===== src/rtl/mem_test_initiator.sv =====
// Write-then-readback test sequencer acting as the sole requester of a
// single-port valid/ready memory; reports mismatches and missing-ready aborts.
module mem_test_initiator #(
  parameter int MEMORY_WIDTH   = 8,
  parameter int MEMORY_DEPTH   = 16,
  parameter int ADDRESS_WIDTH  = $clog2(MEMORY_DEPTH),
  parameter int TIMEOUT_CYCLES = 16
) (
  input  logic                     clk_i,
  input  logic                     rst_ni,
  input  logic                     start_i,
  input  logic [ADDRESS_WIDTH-1:0] base_addr_i,
  input  logic [ADDRESS_WIDTH:0]   count_i,
  input  logic [1:0]               mode_i,
  input  logic [MEMORY_WIDTH-1:0]  seed_i,
  output logic                     busy_o,
  output logic                     done_o,
  output logic [ADDRESS_WIDTH:0]   err_cnt_o,
  output logic [ADDRESS_WIDTH-1:0] first_err_addr_o,
  output logic                     timeout_o,
  output logic [ADDRESS_WIDTH-1:0] addr_o,
  output logic [MEMORY_WIDTH-1:0]  wdata_o,
  output logic                     wr_rd_o,
  output logic                     valid_o,
  input  logic                     ready_i,
  input  logic [MEMORY_WIDTH-1:0]  rdata_i
);

  localparam int CW = ADDRESS_WIDTH + 1;
  localparam int TW = $clog2(TIMEOUT_CYCLES + 1);

  typedef enum logic [2:0] {IDLE, WR_REQ, WR_WAIT, RD_REQ, RD_WAIT, DONE} state_e;

  state_e state_q, state_d;

  logic [CW-1:0]            n_q, n_d, k_q, k_d, err_cnt_q, err_cnt_d;
  logic [ADDRESS_WIDTH-1:0] base_q, base_d, addr_q, addr_d, first_err_q, first_err_d;
  logic [1:0]               mode_q, mode_d;
  logic [MEMORY_WIDTH-1:0]  seed_q, seed_d, wdata_q, wdata_d;
  logic                     wr_rd_q, wr_rd_d, busy_q, busy_d, done_q, timeout_q, timeout_d;
  logic [TW-1:0]            tmo_q, tmo_d;

  logic [CW-1:0] count_clamped;
  logic          last_xfer, in_wait, tmo_hit;

  assign count_clamped = (count_i > CW'(MEMORY_DEPTH)) ? CW'(MEMORY_DEPTH) : count_i;
  assign last_xfer     = (k_q + CW'(1)) == n_q;
  assign in_wait       = (state_q == WR_WAIT) || (state_q == RD_WAIT);
  assign tmo_hit       = !ready_i && (tmo_q == TW'(TIMEOUT_CYCLES - 1));

  function automatic logic [MEMORY_WIDTH-1:0] pattern(input logic [1:0]               mode,
                                                      input logic [ADDRESS_WIDTH-1:0] addr,
                                                      input logic [CW-1:0]            idx,
                                                      input logic [MEMORY_WIDTH-1:0]  seed);
    logic [MEMORY_WIDTH-1:0] p;
    case (mode)
      2'd0:    p = MEMORY_WIDTH'(addr);
      2'd1:    p = ~MEMORY_WIDTH'(addr);
      2'd2:    p = seed + MEMORY_WIDTH'(idx);
      default: begin
        for (int i = 0; i < MEMORY_WIDTH; i++) p[i] = ((i % 2) == 0) ^ idx[0];
      end
    endcase
    return p;
  endfunction

  always_ff @(posedge clk_i or negedge rst_ni) begin
    if (!rst_ni) state_q <= IDLE;
    else         state_q <= state_d;
  end

  always_comb begin
    state_d = state_q;
    case (state_q)
      IDLE:    if (start_i) state_d = (count_clamped == '0) ? DONE : WR_REQ;
      WR_REQ:  state_d = WR_WAIT;
      WR_WAIT: begin
        if (ready_i)      state_d = last_xfer ? RD_REQ : WR_REQ;
        else if (tmo_hit) state_d = DONE;
      end
      RD_REQ:  state_d = RD_WAIT;
      RD_WAIT: begin
        if (ready_i)      state_d = last_xfer ? DONE : RD_REQ;
        else if (tmo_hit) state_d = DONE;
      end
      DONE:    state_d = IDLE;
      default: state_d = IDLE;
    endcase
  end

  always_comb begin
    valid_o = (state_q == WR_REQ) || (state_q == RD_REQ);
  end

  // The read phase compares against wdata_q, which is reloaded with pattern(k) on every request.
  always_comb begin
    n_d         = n_q;
    k_d         = k_q;
    base_d      = base_q;
    mode_d      = mode_q;
    seed_d      = seed_q;
    addr_d      = addr_q;
    wdata_d     = wdata_q;
    wr_rd_d     = wr_rd_q;
    err_cnt_d   = err_cnt_q;
    first_err_d = first_err_q;
    timeout_d   = timeout_q;
    busy_d      = busy_q;
    tmo_d       = (in_wait && !ready_i) ? tmo_q + TW'(1) : '0;

    case (state_q)
      IDLE: begin
        if (start_i) begin
          n_d         = count_clamped;
          base_d      = base_addr_i;
          mode_d      = mode_i;
          seed_d      = seed_i;
          k_d         = '0;
          err_cnt_d   = '0;
          first_err_d = '0;
          timeout_d   = 1'b0;
          busy_d      = 1'b1;
        end
      end
      WR_WAIT: begin
        if (ready_i)      k_d = last_xfer ? '0 : k_q + CW'(1);
        else if (tmo_hit) timeout_d = 1'b1;
      end
      RD_WAIT: begin
        if (ready_i) begin
          if (rdata_i != wdata_q) begin
            if (err_cnt_q != '1) err_cnt_d = err_cnt_q + CW'(1);
            if (err_cnt_q == '0) first_err_d = addr_q;
          end
          k_d = k_q + CW'(1);
        end else if (tmo_hit) begin
          timeout_d = 1'b1;
        end
      end
      DONE:    busy_d = 1'b0;
      default: ;
    endcase

    if ((state_d == WR_REQ) || (state_d == RD_REQ)) begin
      addr_d  = base_d + ADDRESS_WIDTH'(k_d);
      wdata_d = pattern(mode_d, addr_d, k_d, seed_d);
      wr_rd_d = (state_d == WR_REQ);
    end
  end

  always_ff @(posedge clk_i or negedge rst_ni) begin
    if (!rst_ni) begin
      n_q         <= '0;
      k_q         <= '0;
      base_q      <= '0;
      mode_q      <= '0;
      seed_q      <= '0;
      addr_q      <= '0;
      wdata_q     <= '0;
      wr_rd_q     <= 1'b0;
      err_cnt_q   <= '0;
      first_err_q <= '0;
      timeout_q   <= 1'b0;
      busy_q      <= 1'b0;
      done_q      <= 1'b0;
      tmo_q       <= '0;
    end else begin
      n_q         <= n_d;
      k_q         <= k_d;
      base_q      <= base_d;
      mode_q      <= mode_d;
      seed_q      <= seed_d;
      addr_q      <= addr_d;
      wdata_q     <= wdata_d;
      wr_rd_q     <= wr_rd_d;
      err_cnt_q   <= err_cnt_d;
      first_err_q <= first_err_d;
      timeout_q   <= timeout_d;
      busy_q      <= busy_d;
      done_q      <= (state_q == DONE);
      tmo_q       <= tmo_d;
    end
  end

  assign busy_o           = busy_q;
  assign done_o           = done_q;
  assign err_cnt_o        = err_cnt_q;
  assign first_err_addr_o = first_err_q;
  assign timeout_o        = timeout_q;
  assign addr_o           = addr_q;
  assign wdata_o          = wdata_q;
  assign wr_rd_o          = wr_rd_q;

endmodule


===== config.mk =====
export PLATFORM = sky130hd
export DESIGN_NAME = mem_test_initiator
export DESIGN_NICKNAME = d
export VERILOG_FILES = /design/src/rtl/mem_test_initiator.sv
export SDC_FILE = /design/constraint.sdc
export NUM_CORES = 1
export LEC_CHECK = 0
export ABC_AREA = 0
export CAP_MARGIN = 10
export CELL_PAD_IN_SITES_DETAIL_PLACEMENT = 0
export CELL_PAD_IN_SITES_GLOBAL_PLACEMENT = 1
export CORE_MARGIN = 2
export CORE_UTILIZATION = 37
export CTS_BUF_LIST = sky130_fd_sc_hd__clkbuf_8
export DETAILED_ROUTE_END_ITERATION = 10
export PLACE_DENSITY = 0.77
export SLEW_MARGIN = 15
export SYNTH_ARGS = -nofsm -noshare
export SYNTH_HDL_FRONTEND = slang
export SYNTH_SLANG_ARGS = --single-unit

===== constraint.sdc =====
create_clock -name clk_i -period 3.2 [get_ports clk_i]
set_input_delay 0.64 -clock clk_i [delete_from_list [all_inputs] [get_ports clk_i]]
set_output_delay 0.64 -clock clk_i [all_outputs]
set_load 0.03 [all_outputs]

==> parameters.txt <==
Parameter                              Value

Timing
  Setup violation total in the final timing report ... 0
  RSZ-0062 raised after global routing ... yes
  Tcrit/Tclk final ... 97.7%
  Shortest clock period the worst path allows after layout ... 3.13 ns
  Highest clock frequency the design can meet ... 320 MHz
  Final hold violations ... 0
  Slew @ Worst Pin ... 0.610 ns
  Layout Skew ... 0.0127 ns
  Worst slew slack as a fraction of its limit ... 59.1%
  Final Slew Violations ... 0
  TNS Setup ... 0 ns

Synthesis
  Most instantiated flip-flop cell in the synthesis netlist ... sky130_fd_sc_hd__dfrtp_1
  Mean cell area of the mapped netlist ... 8.89 sq um
  Fraction of post-synthesis cell area in the top cell type by area ... 43.7%
  Register bit total from synthesis ... 57
  Ys Warns ... 0
  Post-synthesis cell type with the largest combined area ... sky130_fd_sc_hd__dfrtp_1
  Proportion of synthesized chip area in sequential cells ... 43.7%
  Top cell types by occurrence after synthesis ... sky130_fd_sc_hd__nand2_1, sky130_fd_sc_hd__dfrtp_1, sky130_fd_sc_hd__nor2_1
  Number of enable flip-flop cells after synthesis ... 0
  Number of standard cells after synthesis ... 367
  Proportion of synthesized flip-flops having asynchronous set or reset ... 100%
  Syn Std Cell Area ... 3260 sq um
  Most area-consuming cells after synthesis ... sky130_fd_sc_hd__dfrtp_1, sky130_fd_sc_hd__nand2_1, sky130_fd_sc_hd__ha_1
  Number of different library cells in the post-synthesis netlist ... 51
  Mapped Nets ... 413
  Cell with the most instances after synthesis ... sky130_fd_sc_hd__nand2_1

Clock tree
  Skew-Pair Late Insertion Delay ... 0.35 ns
  Maximum buffer depth of the clock tree ... 2
  Root buffer cell ... sky130_fd_sc_hd__clkbuf_8
  CTS H-tree lvls ... 3
  # clock sinks ... 57
  CTS tree ... yes
  Inserted Clock Buffers ... 9
  Clk slew on worst S/H paths ... 0.07 ns

Flow run
  Number of max-capacitance violations reported ... 0

Drt
  Initial DRC count ... 138
  Mean number of vias per cell ... 5.10
  Remaining DRCs ... 0
  Sum of routed wire length over all layers ... 8620 um
  ANT nets after route ... 0
  Average routed wire per standard cell ... 14.8 um
  First-pass iteration count of the detailed router ... 4
  Via Count ... 2,965

Place
  Number of instances in the placed design ... 557
  Total of buffers placed on input and output ports ... 56
  Placed inst area ... 4210 sq um
  Weighted congestion reported at the end of routability-driven placement ... 0.851
  Estimated wirelength of the detail-placed design ... 6190 um

Status
  Run status ... completed

Setup path
  Required time reported for the critical path endpoint ... 3.47 ns
  Largest fanout of any net on the critical path ... 4
  Setup slack of the worst register-to-register path ... 0.07 ns
  Startpoint type of the worst setup path ... flop
  Endpoint kind of the worst setup timing path ... flop
  Reg2Reg Depth ... 12
  Data arrival time of the critical path ... 3.39 ns
  Capturing point of the worst reg2reg path ... wdata_o[3]
  Worst R2R Start ... k_q[1]
  Worst setup path category ... flop to flop

Global routing
  Vias in the first global route ... 2,974
  Top Usage Layer GRT ... met2
  Maximum number of pins on one net before global-route repair ... 33
  Global-route wire length before repair ... 14,400 um
  Met2 layer usage reported by global route ... 30.1%
  Number of antenna violations at the first check in global routing ... 0
  Tot GR Track Use ... 18.6%
  Met1 global-route usage ... 24.9%
  Routing usage on met3 ... 4.01%
  GRT Residual Overflow ... 0

Floorplanning
  Floorplan die height ... 97.9 um
  Die area ... 9590 sq um
  Initial Util ... 37.8%
  Die width ... 97.9 um
  Std-Cell Core Area ... 8640 sq um
  Count of boundary I/O pins ... 57
  Row count ... 34

Pwr
  Maximum vdd ir drop ... 0.377 mV
  Power density cells ... 962 nW/um^2
  Leakage power summed over all cells ... 2.09 nW

Final layout
  Fin util ... 53.7%
  Area of all placed cells without fillers ... 4640 sq um
  Synth-to-layout area growth ... 42.1%
  Share of post-route cells with drive strength above 1 ... 20.7%
  Final #Nets ... 514
  Non-filler instance count after layout ... 581
  Diodes inserted ... 0
  Layout filler cell count ... 797

Min path
  Type of the tightest min-delay check ... input port to async pin
[worst max path at each step]
stage	from	end	slack, ns	depth (start not counted)
after global placement	start_i	wdata_o[2]	-0.17	12
after detailed placement	start_i	wdata_o[2]	-0.18	12
final	k_q[1]	wdata_o[3]	0.07	12
after global routing	k_q[1]	wdata_o[3]	-0.01	12
after floorplan	start_i	wdata_o[5]	0.11	11
after CTS	k_q[1]	wdata_o[3]	0.07	13
[power breakdown]
part | internal, mW | switching, mW | leakage, nW | total, mW
registers | 0.978 | 0.195 | 0.733 | 1.17
clock network | 0.399 | 0.310 | 0.107 | 0.709
logic | 1.17 | 1.41 | 1.25 | 2.58
total | 2.55 | 1.92 | 2.09 | 4.46
[layout by cell type, fill, tap and decap left out, types with 2 or more instances in the layout]
| cell | n |
|---|---|
| sky130_fd_sc_hd__dfrtp_1 | 56 |
| sky130_fd_sc_hd__o21a_1 | 5 |
| sky130_fd_sc_hd__clkbuf_8 | 11 |
| sky130_fd_sc_hd__and3_1 | 5 |
| sky130_fd_sc_hd__o21ai_2 | 4 |
| sky130_fd_sc_hd__nor2_1 | 27 |
| sky130_fd_sc_hd__nand2_1 | 91 |
| sky130_fd_sc_hd__xnor2_1 | 7 |
| sky130_fd_sc_hd__nor2b_1 | 3 |
| sky130_fd_sc_hd__nand3_2 | 2 |
| sky130_fd_sc_hd__o21ai_0 | 14 |
| sky130_fd_sc_hd__o211ai_1 | 6 |
| sky130_fd_sc_hd__nand3_1 | 9 |
| sky130_fd_sc_hd__o221ai_1 | 2 |
| sky130_fd_sc_hd__nor3b_1 | 2 |
| sky130_fd_sc_hd__a21oi_1 | 16 |
| sky130_fd_sc_hd__a21oi_2 | 6 |
| sky130_fd_sc_hd__nor4_1 | 4 |
| sky130_fd_sc_hd__inv_1 | 9 |
| sky130_fd_sc_hd__ha_1 | 9 |
| sky130_fd_sc_hd__ha_4 | 6 |
| sky130_fd_sc_hd__nand2b_1 | 4 |
| sky130_fd_sc_hd__o31ai_1 | 2 |
| sky130_fd_sc_hd__nor3_1 | 5 |
| sky130_fd_sc_hd__o21ai_1 | 3 |
| sky130_fd_sc_hd__and2_1 | 5 |
| sky130_fd_sc_hd__buf_6 | 2 |
| sky130_fd_sc_hd__clkdlybuf4s50_1 | 55 |
| sky130_fd_sc_hd__xor2_1 | 16 |
| sky130_fd_sc_hd__a31oi_1 | 3 |
| sky130_fd_sc_hd__buf_4 | 43 |
| sky130_fd_sc_hd__nand3b_1 | 6 |
| sky130_fd_sc_hd__mux2i_1 | 3 |
[layout make-up]
| cell class | instances | area (sq um) | share of cell area, % |
|---|---|---|---|
| Inverter | 9 | 33.8 | 0.728 |
| Sequential cell | 57 | 1430 | 30.8 |
| Clock inverter | 5 | 55.1 | 1.19 |
| Timing Repair Buffer | 102 | 921 | 19.9 |
| Tap cell | 108 | 135 | 2.91 |
| Clock buffer | 11 | 151 | 3.26 |
| Multi-Input combinational cell | 289 | 1910 | 41.3 |
[layer usage]
layer / vias to the layer above / wire, um / share of wire (%)
met5: - / 0 / 0
met4: 0 / 128 / 1.5
met1: 1412 / 4020 / 47
met2: 73 / 4050 / 47
li1: 1472 / - / -
met3: 8 / 418 / 4.8
[critical path: stages (launching register included)]
cell                       delay, ns
sky130_fd_sc_hd__dfrtp_1        0.43
sky130_fd_sc_hd__ha_4           0.30
sky130_fd_sc_hd__xnor2_2        0.10
sky130_fd_sc_hd__o211ai_1       0.13
sky130_fd_sc_hd__a311oi_4       0.35
sky130_fd_sc_hd__a21oi_2        0.14
sky130_fd_sc_hd__mux2_4         0.32
sky130_fd_sc_hd__ha_4           0.17
sky130_fd_sc_hd__o31a_1         0.32
sky130_fd_sc_hd__or4_4          0.43
sky130_fd_sc_hd__a21oi_2        0.16
sky130_fd_sc_hd__o32ai_2        0.10
sky130_fd_sc_hd__o211ai_1       0.08
[timing repair]
item,4_1_cts,5_1_grt
hold buffers,0,0
gates resized for setup,1,35
endpoints found under the setup margin,2,7
buffers inserted,2,6
pin swaps,1,17
[sequential cells by signal (all words and copies together) (netlist names), 2 cells and up]
signal	flops
seed_q	8
wdata_o	8
err_cnt_o	5
k_q	5
n_q	5
tmo_q	5
addr_o	4
base_q	4
first_err_addr_o	4
state_q	3
mode_q	2
[cells by family (layout without fill, tap and decap cells)]
| kind of cell | after synthesis | in the layout | synth area share, % |
|---|---|---|---|
| AO/OA/AOI/OAI | 75 | 75 | 15.6 |
| XOR/XNOR | 25 | 25 | 7.17 |
| adder cells (fa/ha/maj) | 15 | 15 | 5.75 |
| buffers and inverters | 21 | 127 | 2.72 |
| flip-flops | 57 | 57 | 43.7 |
| multiplexers | 4 | 4 | 1.38 |
| AND/OR/NAND/NOR | 170 | 170 | 23.7 |
[through the flow]
step                setup WS [ns]  power (mW)  hold WS [ns]
detailed placement         -0.183        3.47         0.454
global route              -0.0142        4.81         0.339
global placement           -0.169        3.44         0.446
CTS                        0.0667        4.23         0.312
floorplan                   0.108        2.56         0.344
finish                     0.0721        4.46         0.290
Power figures use the tool's default switching activity.
